`config.mk`:
```
export PLATFORM = sky130hd
export DESIGN_NAME = space_monsters_level_seq
export DESIGN_NICKNAME = d
export VERILOG_FILES = /design/src/rtl/space_monsters_level_seq.sv
export SDC_FILE = /design/constraint.sdc
export NUM_CORES = 1
export LEC_CHECK = 0
export ABC_AREA = 1
export BUFFER_PORTS_ARGS = -buffer_cell sky130_fd_sc_hd__buf_2
export CORE_ASPECT_RATIO = 1.75
export CORE_MARGIN = 4
export CORE_UTILIZATION = 40
export DETAILED_ROUTE_END_ITERATION = 12
export REMOVE_ABC_BUFFERS = 1
export SLEW_MARGIN = 25
export SYNTH_ARGS = -nofsm -noshare
export SYNTH_HDL_FRONTEND = slang
export SYNTH_SLANG_ARGS = --single-unit
```
`constraint.sdc`:
```
create_clock -name clk -period 4.55 [get_ports clk]
set_input_delay 0 -clock clk [delete_from_list [all_inputs] [get_ports clk]]
set_output_delay 0 -clock clk [all_outputs]
set_load 0.02 [all_outputs]
```
`src/rtl/space_monsters_level_seq.sv`:
```
// Game-flow sequencer for Space Monsters: walks the level list, tracks lives and
// a saturating score, times the level intro / respawn and latches win or loss.
module space_monsters_level_seq #(
   parameter int unsigned NUM_LEVELS   = 2,
   parameter int unsigned NUM_MONSTERS = 5,
   parameter logic [NUM_LEVELS*NUM_MONSTERS-1:0] LEVEL_MASKS = 10'b11111_10101,
   parameter int unsigned LIVES        = 3,
   parameter int unsigned SCORE_W      = 8,
   parameter int unsigned INTRO_CYCLES = 16
) (
   input  logic                    clk,
   input  logic                    rst,
   input  logic                    start_btn,
   input  logic [NUM_MONSTERS-1:0] monster_hit,
   input  logic                    tank_hit,
   output logic [5:0]              state,
   output logic [2:0]              level,
   output logic                    level_load,
   output logic [NUM_MONSTERS-1:0] destroyed,
   output logic [SCORE_W-1:0]      score,
   output logic [3:0]              lives,
   output logic                    game_won,
   output logic                    game_over
);

   localparam int unsigned CNT_W = (INTRO_CYCLES > 1) ? $clog2(INTRO_CYCLES) : 1;
   localparam int unsigned PC_W  = $clog2(NUM_MONSTERS + 1);
   localparam int unsigned SUM_W = SCORE_W + PC_W + 1;
   localparam logic [CNT_W-1:0]   CNT_LOAD  = CNT_W'(INTRO_CYCLES - 1);
   localparam logic [SCORE_W-1:0] SCORE_MAX = '1;
   localparam logic [2:0]         LAST_LVL  = 3'(NUM_LEVELS - 1);

   typedef enum logic [5:0] {
      S_IDLE    = 6'b000001,
      S_INTRO   = 6'b000010,
      S_PLAY    = 6'b000100,
      S_RESPAWN = 6'b001000,
      S_SUCCESS = 6'b010000,
      S_FAILED  = 6'b100000
   } state_t;

   state_t                  state_q, state_d;
   logic [2:0]              level_q, level_d;
   logic                    load_q, load_d;
   logic [NUM_MONSTERS-1:0] destroyed_q, destroyed_d;
   logic [SCORE_W-1:0]      score_q, score_d;
   logic [3:0]              lives_q, lives_d;
   logic [CNT_W-1:0]        cnt_q, cnt_d;
   logic                    won_q, won_d;
   logic                    over_q, over_d;

   logic [NUM_MONSTERS-1:0] mask_c;
   logic [NUM_MONSTERS-1:0] new_hits_c;
   logic [PC_W-1:0]         pop_c;
   logic [SUM_W-1:0]        sum_c;
   logic [SCORE_W-1:0]      score_sat_c;
   logic                    level_done_c;

   // Required-monster mask of the current level, newly scored hits and saturated score
   always_comb begin
      mask_c = '0;
      for (int k = 0; k < int'(NUM_LEVELS); k++) begin
         if (level_q == 3'(k)) mask_c = LEVEL_MASKS[k*NUM_MONSTERS +: NUM_MONSTERS];
      end
      new_hits_c = monster_hit & mask_c & ~destroyed_q;
      pop_c = '0;
      for (int i = 0; i < int'(NUM_MONSTERS); i++) begin
         pop_c = pop_c + PC_W'(new_hits_c[i]);
      end
      sum_c        = SUM_W'(score_q) + SUM_W'(pop_c);
      score_sat_c  = (sum_c > SUM_W'(SCORE_MAX)) ? SCORE_MAX : SCORE_W'(sum_c);
      level_done_c = ((destroyed_q | new_hits_c) & mask_c) == mask_c;
   end

   always_ff @(posedge clk or posedge rst) begin
      if (rst) begin
         state_q     <= S_IDLE;
         level_q     <= '0;
         load_q      <= 1'b0;
         destroyed_q <= '0;
         score_q     <= '0;
         lives_q     <= 4'(LIVES);
         cnt_q       <= '0;
         won_q       <= 1'b0;
         over_q      <= 1'b0;
      end else begin
         state_q     <= state_d;
         level_q     <= level_d;
         load_q      <= load_d;
         destroyed_q <= destroyed_d;
         score_q     <= score_d;
         lives_q     <= lives_d;
         cnt_q       <= cnt_d;
         won_q       <= won_d;
         over_q      <= over_d;
      end
   end

   always_comb begin
      state_d     = state_q;
      level_d     = level_q;
      load_d      = 1'b0;
      destroyed_d = destroyed_q;
      score_d     = score_q;
      lives_d     = lives_q;
      cnt_d       = cnt_q;
      case (state_q)
         S_IDLE: begin
            if (start_btn) begin
               score_d     = '0;
               destroyed_d = '0;
               lives_d     = 4'(LIVES);
               level_d     = '0;
               cnt_d       = CNT_LOAD;
               load_d      = 1'b1;
               state_d     = S_INTRO;
            end
         end
         S_INTRO, S_RESPAWN: begin
            if (cnt_q == '0) state_d = S_PLAY;
            else             cnt_d   = cnt_q - CNT_W'(1);
         end
         S_PLAY: begin
            destroyed_d = destroyed_q | new_hits_c;
            score_d     = score_sat_c;
            // Completion takes priority over a same-cycle tank hit
            if (level_done_c) begin
               if (level_q == LAST_LVL) begin
                  state_d = S_SUCCESS;
               end else begin
                  level_d     = level_q + 3'd1;
                  destroyed_d = '0;
                  cnt_d       = CNT_LOAD;
                  load_d      = 1'b1;
                  state_d     = S_INTRO;
               end
            end else if (tank_hit) begin
               lives_d = lives_q - 4'd1;
               if (lives_q == 4'd1) begin
                  state_d = S_FAILED;
               end else begin
                  cnt_d   = CNT_LOAD;
                  state_d = S_RESPAWN;
               end
            end
         end
         S_SUCCESS, S_FAILED: begin
            if (start_btn) state_d = S_IDLE;
         end
         default: state_d = S_IDLE;
      endcase
      won_d  = (state_d == S_SUCCESS);
      over_d = (state_d == S_FAILED);
   end

   assign state      = state_q;
   assign level      = level_q;
   assign level_load = load_q;
   assign destroyed  = destroyed_q;
   assign score      = score_q;
   assign lives      = lives_q;
   assign game_won   = won_q;
   assign game_over  = over_q;

endmodule

```
* After elaboration in Yosys (flattened, before gate mapping)
Index checks and enable logic that the tools add are counted.
Widths: inputs -> output; s select.
** Storage, ports and cells
- Register bits after elaboration :: 33
- Output and inout port bits :: 29
- Logic and storage cells :: 89
** Operators by class
- $add $sub $neg :: 8
- Magnitude comparators :: 1
- Eq/ne operators :: 20
- Mux-type cells :: 36
- Bitwise gates (word level) :: 5
- Reduce and logical (&&, ||, !) cells :: 10
** Operators with widths (count)
- $mux 4 :: 9
- $mux 6 :: 6
- $mux 5 :: 6
- $pmux 6 s4 :: 1
- $mux 8 :: 2
- $pmux 8 s2 :: 1
- $and 5x5->5 :: 3
- $eq 6x5->1 const B :: 2
- $eq 6x6->1 const B :: 2
- $ne 2x2->1 const B :: 6
- $pmux 4 s3 :: 1
- $pmux 5 s2 :: 1
- $add 8x3->9 :: 1
- $gt 9x8->1 const B :: 1
- $mux 3 :: 3
- $ne 3x3->1 const B :: 3
- $pmux 4 s2 :: 1
- $reduce_and 4->1 :: 2
- $sub 4x1->4 const B :: 2
- $add 3x1->3 :: 2
- $eq 6x1->1 const B :: 1
- $eq 6x2->1 const B :: 1
- $eq 6x3->1 const B :: 1
- $eq 6x4->1 const B :: 1
- other kinds (18) :: 21

* Longest topological paths before layout
Gate-level depths: netlist of run 1.
- Word-level depth :: 13
- Depth in mapped cells :: 20
- Depth with buffers taken out :: 20

* Worst setup path after synthesis of run 1
No wires, ideal clock.
- Path kind :: register to register
- Start :: register level_q[1], in the netlist level[1]
- End :: register score_q[6], in the netlist score[6]
- Arrival :: 3535 ps
- Data required time :: 4466 ps
- Slack :: 932 ps
- Stages on the path, launching flop included :: 20
- Buffers on the path :: 0
- Period minus slack after synthesis :: 3618 ps
- Cells stage by stage :: dfrtp_1 -> inv_1 -> ha_1 -> inv_1 -> nand2_1 -> nand3_1 -> nor2_1 -> fa_1 -> inv_1 -> fa_1 -> inv_1 -> ha_1 -> inv_1 -> fa_1 -> or2_2 -> a21oi_2 -> inv_1 -> o21ai_0 -> a21oi_1 -> o22ai_1
** On the way
- Cells in the longest elaborated chain, start to end :: 13
- Elaborated cells on any way between the ends :: 14
- Those cells by class :: 5 x add/sub; 1 x order compare; 1 x eq/ne; 4 x mux; 2 x bitwise; 1 x reduce/logical
** Ends and longest elaborated chain
- start, declared :: RTL line 43 : logic [2:0] level_q, level_d;
- start signal, assigned :: RTL line 88 : level_q <= level_d;
- $logic_not 3->1 :: RTL line 63 : if (level_q == 3'(k)) mask_c = LEVEL_MASKS[k*NUM_MONSTERS +: NUM_MONSTERS];
- $mux 5 :: RTL line 63
- $mux 5 (*) :: RTL line 63
- $and 5x5->5 (*) (2 in a row) :: RTL line 65 : new_hits_c = monster_hit & mask_c & ~destroyed_q;
- $add 1x1->2 :: RTL line 68 : pop_c = pop_c + PC_W'(new_hits_c[i]);
- $add 2x1->3 :: RTL line 68
- $add 3x1->3 :: RTL line 68
- $add 3x1->3 (*) :: RTL line 68
- $add 8x3->9 (*) :: RTL line 70 : sum_c = SUM_W'(score_q) + SUM_W'(pop_c);
- $gt 9x8->1 :: RTL line 71 : score_sat_c = (sum_c > SUM_W'(SCORE_MAX)) ? SCORE_MAX : SCORE_W'(sum_c);
- $mux 8 (*) :: RTL line 71
- $pmux 8 s2 (*) :: RTL line 107 : case (state_q)
- end signal, assigned :: RTL line 91 : score_q <= score_d;
- end, declared :: RTL line 46 : logic [SCORE_W-1:0] score_q, score_d;
Every way passes the cells marked *; elsewhere a longest branch is shown, timed or not.
A chain may end at the register's enable or synchronous reset.

* Worst setup path after layout of run 1
- Start :: register level_q[0], in the netlist level[0]
- End :: register score_q[5], in the netlist score[5]
Same word-level chain as after synthesis.

==> results.toml, run 1 <==
[setup_path]
critical_path_sink_type = "register"
rrSetupSlack_ps = 780
worstSetupStartpoint = "level[0]"
cp_max_fo = 5
worstPathArrival_ps = 3980
worst_r2r_startpoint = "level[0]"
timing_worst_setup_path_type = "register to register"
timing.critical_path.from_type = "register"
cp.required_ps = 4760

[cts]
clkSlewWorstSetupHoldPaths_ps = 70
tritoncts_num_sinks = 33
clk_path_buf_depth = 2
root_cell_of_the_clock_tree = "clkbuf_8"
cts_made_buffers = 5
postCtsSetupBuffers = 0
cts-htree-levels = 2
clk-insertion-delay-late_ps = 280
cts_tree = "yes"

[synth]
postSynthCellCount = 259
synth.largest_area_cell = "dfrtp_1"
netlist.area_leader.share = 0.365
flip_flop_cell_with_the_highest_count_after_synthesis = "dfrtp_1"
warning_count_from_the_yosys_run = 0
synth_sequential_area_ratio = 0.404
synth.most_common_cell = "nand2_1"
netlist-cell-type-count = 31
ys_async_rst_share = 1.00
netlist_area_um2 = 2060
synth-edff-count = 0
synthesis.area_per_instance_um2 = 7.94
netlist_top_cells_count = "nand2_1 (47), inv_1 (43), dfrtp_1 (30), nand3_1 (27), o21ai_0 (25)"
ys_ff_latch = 33
ys_top_cells_by_area = "dfrtp_1 (37%), nand2_1 (8.6%), inv_1 (7.9%)"

[timing]
setup_viol = 0
rsz0062_at_grt = "false"
slew_headroom = 0.705
finalHoldWorstSlack_ps = 26.1
max_slew.worst_pin.slew_ps = 442
setup_total_negative_slack_ps = 0
max_freq_mhz = 265
final_period_minus_worst_setup_slack_ps = 3770
final_min_period_over_clock_period = 0.829
fin_worst_skew_ps = 6.89
maxSlewViolCount = 0
finalHoldViolCount = 0

[detailed_routing]
final_antenna_net_count = 0
drc = 0
routed_wirelength_um = 4980
drt-initial-drc-count = 65
route.detailed.vias_per_inst = 5.23
detail_route.wl_per_cell_um = 13.9
dr.pass1.iters = 4
via_count = 1878

[finish]
seq_area_um2 = 830
filler_cell_count = 518
multi_input_comb_area_um2 = 1040
antennaDiodeCount = 0
num-nets-final = 326
final_area_um2 = 2410
flow.area_growth_from_synthesis_pct = 17.3
layout-drive-gt1-share = 0.223

[die]
floorplan.initialDensity = 0.413
floorplan.die.height_um = 103
die_x_um = 62.2
rows = 34
io_pins = 38
core_um2 = 4980
fp.dieArea_um2 = 6400

[power]
power.net_switching_mw = 0.294
power.sequential.fraction = 0.440
power_per_cell_area_nw_per_um2 = 346
sw_frac_of_total = 0.353
power.internal_mw = 0.539
ir_drop_uv = 313
power.share.clock = 0.279
design_power_total_mw = 0.834
total_leakage_power_nw = 1.32
combPwrFrac = 0.281

[run_status]
run_status = "complete, no violations"

[global_routing]
via_count_of_the_first_global_routing_pass = 1943
grt_max_degree = 34
grt_antenna_before_repair = 0
gr-total-overflow = 0
grt_first_pass_wirelength_um = 8780
global_route.usage.total = 0.169

[hold_path]
holdCritStartpoint = "start_btn"
hold_path_class = "primary input to register"

[place]
io_buffers = 37
hpwl_um = 3900
gp_congestion = 0.798
detailed_place.area_um2 = 2310

[flow_run]
maximum_capacitance_violations = 0
## stage by stage
stage	setup WS [ps]	instances	util
after floorplan	932	258	-
after global placement	852	350	0.464
after detailed placement	769	350	0.464
after CTS	759	359	0.484
after global routing	450	359	0.484
final	780	359	0.484
## worst max-delay path, cell delays in order (launching register included)
cell,delay (ps)
dfrtp_1,410
inv_1,100
ha_1,150
inv_1,50
nand2_1,130
nand3_1,110
nor2_1,160
fa_1,430
inv_1,80
fa_1,410
inv_1,60
ha_1,150
inv_1,50
fa_1,360
or2_2,320
a21oi_2,220
nand4_2,150
inv_1,140
o21ai_0,130
nand2_1,90
## layer usage
| metal | share of wire | track usage |
|---|---|---|
| met2 | 0.57 | 0.332 |
| met5 | 0 | 0 |
| met3 | 0.026 | 0.0251 |
| met4 | 0.022 | 0.0651 |
| met1 | 0.38 | 0.176 |
## power groups by stage
stage / logic [mW] / registers (mW) / clock network [mW]
2_1_floorplan: 0.157 / 0.387 / 0
3_3_place_gp: 0.236 / 0.373 / 0
3_5_place_dp: 0.238 / 0.373 / 0
4_1_cts: 0.239 / 0.368 / 0.242
5_1_grt: 0.271 / 0.376 / 0.256
6_report: 0.234 / 0.367 / 0.232
## kinds of logic after synthesis
kind of cell | count (synthesis) | share of synthesized area
fa+ha+maj | 13 | 0.0901
buf+inv | 48 | 0.0882
flops | 33 | 0.404
simple gates | 115 | 0.268
compound gates | 45 | 0.128
xor+xnor | 5 | 0.0213
## final cells by class
type,instances,share of cell area
Timing Repair Buffer,39,0.0841
Clock buffer,8,0.0374
Multi-Input combinational cell,178,0.433
Sequential cell,33,0.344
Inverter,47,0.0732
Tap cell,54,0.0280
## flip-flops by register name, indices dropped and copies added (netlist names)
register	cells
game_won	1
destroyed	5
level_load	1
state	6
level	3
cnt_q	4
score	8
game_over	1
lives	4
## layout by cell type, fill, tap and decap left out
| cell type | instances |
|---|---|
| nand2_1 | 47 |
| o32ai_1 | 4 |
| ha_1 | 10 |
| dlygate4sd3_1 | 1 |
| clkbuf_8 | 6 |
| nor2_4 | 2 |
| buf_2 | 37 |
| a21boi_2 | 1 |
| o211ai_1 | 1 |
| dfrtp_1 | 30 |
| nand4_1 | 6 |
| a21oi_2 | 1 |
| o21ai_0 | 25 |
| clkbuf_1 | 2 |
| a21oi_1 | 6 |
| xnor2_1 | 1 |
| dfstp_2 | 3 |
| o21ai_1 | 3 |
| fa_1 | 3 |
| inv_1 | 43 |
| nor3_1 | 4 |
| o21ai_2 | 1 |
| nand3_1 | 27 |
| nor2_2 | 3 |
| nand4_2 | 1 |
| inv_2 | 4 |
| o221ai_1 | 1 |
| a21o_1 | 1 |
| buf_4 | 1 |
| or2_2 | 3 |
| xor2_1 | 4 |
| nor2_1 | 17 |
| nand2_2 | 4 |
| nand4_4 | 1 |
| o22ai_1 | 1 |
## path summary, 6_finish.rpt
check	to	cells past startpoint
hold / removal	state[4]	2
setup reg to reg	score[5]	19
setup / recovery	score[5]	19
hold reg to reg	cnt_q[2]	2
min in group asynchronous	destroyed[4]	4
max in group asynchronous	state[0]	4
## what timing repair did
item / 4_1_cts / 5_1_grt
resized for setup: 0 / 0
hold endpoints to repair: 30 / 0
hold buffers: 1 / 0
Power figures use the tool's default switching activity.
==> run 2: changes to the inputs <==
clock period = 3.5 ns   (was 4.55 ns; I/O delays follow)
==> results.toml, run 2 (synthesis gave the netlist of run 1 again) <==
[run_status]
run_status = "complete, no violations"

[timing]
fin_worst_skew_ps = 1.95
finalHoldViolCount = 0
final_min_period_over_clock_period = 0.987
max_freq_mhz = 290
max_slew.worst_pin.slew_ps = 442
rsz0062_at_grt = "true"
maxSlewViolCount = 0
setup_total_negative_slack_ps = 0
final_period_minus_worst_setup_slack_ps = 3450
setup_viol = 0
slew_headroom = 0.706

[detailed_routing]
detail_route.wl_per_cell_um = 14.4
dr.pass1.iters = 5
drc = 0
routed_wirelength_um = 5330
via_count = 1948
final_antenna_net_count = 0
route.detailed.vias_per_inst = 5.25
drt-initial-drc-count = 69

[die]
floorplan.die.height_um = 103
die_x_um = 62.2
fp.dieArea_um2 = 6400
io_pins = 38
rows = 34
core_um2 = 4980
floorplan.initialDensity = 0.413

[setup_path]
worstPathArrival_ps = 3660
critical_path.most_common_cell = "inv_2"
timing.critical_path.from_type = "register"
cp.required_ps = 3700
cp_slowest_cell = "fa_1"
critical_path_sink_type = "register"
cp_max_fo = 4
cp_cell_sequence = "inv_2 > ha_2 > inv_2 > nand2_4 > nand3_2 > nor2_2 > fa_1 > inv_2 > fa_1 > inv_1 > ha_2 > inv_1 > fa_2 > or2_4 > a21oi_4 > nand4_4 > inv_2 > a21oi_1 > o22ai_1"
timing_worst_setup_path_type = "register to register"
critical_path.max_stage_delay_ps = 440

[finish]
flow.area_growth_from_synthesis_pct = 26.2
filler_cell_count = 496
final_area_um2 = 2590
layout_common_cells = "nand2_1 (46), buf_2 (37), inv_1 (36), dfrtp_1 (30), nand3_1 (25)"
largest_register_ffs = 8
layout-drive-gt1-share = 0.309
mostFrequentLayoutCell = "nand2_1"
antennaDiodeCount = 0
num-nets-final = 338

[cts]
clk-insertion-delay-late_ps = 280
tritoncts_num_sinks = 33
root_cell_of_the_clock_tree = "clkbuf_8"
cts_made_buffers = 5
cts-htree-levels = 2
clkSlewWorstSetupHoldPaths_ps = 70
clk_path_buf_depth = 2
cts_tree = "yes"

[place]
io_buffers = 37
detailed_place.area_um2 = 2360
hpwl_um = 3870
gp_congestion = 0.822

[power]
power_per_cell_area_nw_per_um2 = 449
ir_drop_uv = 397
total_leakage_power_nw = 1.40
design_power_total_mw = 1.16

[global_routing]
via_count_of_the_first_global_routing_pass = 1957
global_route.usage.total = 0.168
top_usage_layer = "met2"
met3_usage = 0.0284
grt_antenna_before_repair = 0
grt_first_pass_wirelength_um = 8690
global_route.usage.met1 = 0.174
grt_max_degree = 34
grt.met2_usage = 0.325
gr-total-overflow = 0

[flow_run]
maximum_capacitance_violations = 0

[hold_path]
hold_path_class = "primary input to register"
-- run 2: cell count changes in the layout (fill, tap and decap cells not counted), moves of 2 or more --
cell,before,now
inv_1,43,36
o21ai_1,3,6
o21ai_0,25,22
nand3_1,27,25
buf_4,1,13
ha_1,10,7
ha_2,0,2
nor2_1,17,15
nand3_2,0,2
nor2_2,3,5
inv_2,4,10
-- run 2: layout make-up --
type | count | area (um2) | area share
flip-flops and latches | 33 | 830 | 0.320
inverters | 47 | 179 | 0.0689
clock buffers | 7 | 86.3 | 0.0333
well taps | 54 | 67.6 | 0.0260
repair buffers | 51 | 293 | 0.113
clock inverters | 1 | 30.0 | 0.0116
multi-input cells | 178 | 1110 | 0.428
-- run 2: repair_timing --
item	in CTS	in global routing
setup buffers	1	4
hold buffers	1	0
endpoints found under the setup margin	8	8
hold endpoints to repair	30	0
resized for setup	16	10
pin swaps	5	7
-- run 2: worst paths after layout --
path	endpoint	slack [ps]	from	cells past startpoint
max	score[6]	50	level[1]	19
min	state[5]	20	start_btn	2
max reg2reg	score[6]	50	level[1]	19
min reg2reg	cnt_q[2]	490	cnt_q[2]	2
max in group asynchronous	state[0]	2810	rst	4
min in group asynchronous	lives[2]	350	rst	4
-- run 2: critical path, delay by kind of cell, from the launching register on --
| family | cells | cell delay [ps] |
|---|---|---|
| simple gates | 5 | 660 |
| buf+inv | 6 | 450 |
| fa+ha+maj | 5 | 1520 |
| compound gates | 3 | 360 |
| flops | 1 | 390 |
-- run 2: where the power goes --
| group | leakage, nW | switching, mW | total, mW | internal (mW) |
|---|---|---|---|---|
| clock network | 0.0585 | 0.146 | 0.378 | 0.232 |
| logic | 0.907 | 0.201 | 0.309 | 0.108 |
| registers | 0.438 | 0.0418 | 0.477 | 0.435 |
-- run 2: per-stage QoR --
step	utilization	cells	hold WS (ps)	setup WS [ps]
after floorplan	-	258	112	-118
after global placement	0.475	357	122	-126
after detailed placement	0.475	357	121	-206
after CTS	0.510	367	9.28	24.1
after global routing	0.521	371	30.5	-175
final	0.521	371	21.7	46.1
-- run 2: routing by layer --
metal	up-vias	routed length [um]
li1	964	-
met1	933	2050
met2	39	3010
met3	12	150
met4	0	121
met5	-	0
==> run 3: changes to the inputs <==
BUFFER_PORTS_ARGS = not set   (was -buffer_cell sky130_fd_sc_hd__buf_2)
DONT_BUFFER_PORTS = 1   (was not set)
GPL_TIMING_DRIVEN = 0   (was not set)
clock period = 3.16 ns   (was 3.5 ns; I/O delays follow)
==> results.toml, run 3 (synthesis gave the netlist of run 1 again) <==
[setup_path]
critical_path.max_stage_delay_ps = 520
cp_cell_sequence = "inv_2 > ha_4 > inv_4 > nand2_4 > nand3_4 > nor2_4 > fa_1 > inv_2 > fa_1 > inv_1 > ha_2 > inv_2 > fa_2 > or2_4 > a21oi_4 > nand4_4 > inv_4 > a21oi_1 > o21ai_1"
timing_worst_setup_path_type = "register to register"
critical_path_sink_type = "register"
cp_slowest_cell = "fa_1"
cp.required_ps = 3380
critical_path.most_common_cell = "inv_2"
worstPathArrival_ps = 3750
timing.reg2reg.worst_path_depth = 19
cpLargestDelayFamily = "adder cells"
critPathBufInv = 6
cp.depth = 19
cp_max_fo = 4
timing.critical_path.from_type = "register"

[place]
gp_congestion = 0.734
io_buffers = 0
dp.cells = 312
hpwl_um = 3730
dpl_worst_slack_ps = -867
detailed_place.area_um2 = 2120

[finish]
filler_cell_count = 495
multi_input_comb_area_um2 = 1140
flow.area_growth_from_synthesis_pct = 17.2
mostFrequentLayoutCell = "nand2_1"
final_area_um2 = 2410
final_cells = 331
final_core_util = 0.484
num-nets-final = 298
layout-drive-gt1-share = 0.206
layout_common_cells = "nand2_1 (46), inv_1 (34), dfrtp_1 (28), nand3_1 (25), o21ai_0 (22)"
seq_area_um2 = 832
antennaDiodeCount = 0
largest_register_ffs = 8

[die]
io_pins = 38
fp.dieArea_um2 = 6400
die_x_um = 62.2
floorplan.die.height_um = 103
floorplan.initialDensity = 0.413
core_um2 = 4980
rows = 34

[timing]
setup_viol = 8
max_freq_mhz = 283
maxSlewViolCount = 0
setup_total_negative_slack_ps = -2690
fin_ws_ps = -368
final_period_minus_worst_setup_slack_ps = 3530
max_slew.worst_pin.slew_ps = 723
rsz0062_at_grt = "true"
finalHoldViolCount = 0
fin_worst_skew_ps = 10.9
final_min_period_over_clock_period = 1.12
slew_headroom = 0.517
finalHoldWorstSlack_ps = 5.88

[detailed_routing]
detail_route.wl_per_cell_um = 15.7
final_antenna_net_count = 0
drc = 0
dr.pass1.iters = 4
drt-initial-drc-count = 42
via_count = 1777
routed_wirelength_um = 5190
route.detailed.vias_per_inst = 5.37

[cts]
clkSlewWorstSetupHoldPaths_ps = 80
cts-htree-levels = 2
clk-insertion-delay-late_ps = 290
clk_path_buf_depth = 2
cts_tree = "yes"
cts_made_buffers = 5
root_cell_of_the_clock_tree = "clkbuf_8"
tritoncts_num_sinks = 33

[run_status]
failed_checks = "negative setup slack"
run_status = "complete, but fails checks"

[hold_path]
hold_path_class = "primary input to register"
hold-path-cell-count = 3

[power]
power.internal_mw = 0.763
power.sequential.fraction = 0.472
ir_drop_uv = 350
power.net_switching_mw = 0.429
total_leakage_power_nw = 1.19
power.share.clock = 0.284
combPwrFrac = 0.244
sw_frac_of_total = 0.360
power_per_cell_area_nw_per_um2 = 495
design_power_total_mw = 1.19

[global_routing]
gr-total-overflow = 0
grt_first_pass_wirelength_um = 8620
grt_antenna_before_repair = 0
global_route.usage.total = 0.170
grt_max_degree = 34
via_count_of_the_first_global_routing_pass = 1811

[flow_run]
maximum_capacitance_violations = 0
[run 3: cell types whose count changed in the layout (fill, tap and decap cells not counted), sizes merged]
cell	previous run	this run
buf	50	7
dlygate4sd3	1	4
clkbuf	7	8
bufinv	1	0
[run 3: worst reg2reg max path: cells and delay by family (launching register included)]
kind	cells	cell delay, ps
buf+inv	6	390
simple gates	5	610
fa+ha+maj	5	1620
flops	1	480
compound gates	3	370
[run 3: path summary, 6_finish.rpt]
kind | startpoint | to | slack [ps]
setup / recovery | level[0] | score[2] | -370
hold / removal | tank_hit | game_over | 6
setup reg to reg | level[0] | score[2] | -370
hold reg to reg | cnt_q[1] | cnt_q[1] | 490
max in group asynchronous | rst | level[0] | 2360
min in group asynchronous | rst | destroyed[4] | 290
[run 3: area by class of cell]
cell class | count | area share
Clock buffer | 8 | 0.0374
Inverter | 47 | 0.0774
Multi-Input combinational cell | 178 | 0.474
Sequential cell | 33 | 0.345
Tap cell | 54 | 0.0280
Timing Repair Buffer | 11 | 0.0384
[run 3: repair_timing]
action	CTS	global route
hold endpoints to repair	37	0
gates resized for setup	31	5
pin swaps	6	7
setup endpoints to repair	8	8
hold buffers	4	0
buffers inserted	3	4
[run 3: per-layer routing]
layer  part of all wire  track usage  vias up
li1                   -            -      886
met1               0.37        0.178      857
met2               0.59        0.326       28
met3              0.032       0.0360        6
met4              0.013       0.0651        0
met5                  0            0        -
[run 3: power groups by stage]
stage               combinational (mW)  clock (mW)  sequential, mW
CTS                              0.295       0.348           0.564
floorplan                        0.226           0           0.557
detailed placement               0.287           0           0.570
finish                           0.291       0.338           0.563
global route                     0.337       0.370           0.571
global placement                 0.281           0           0.569
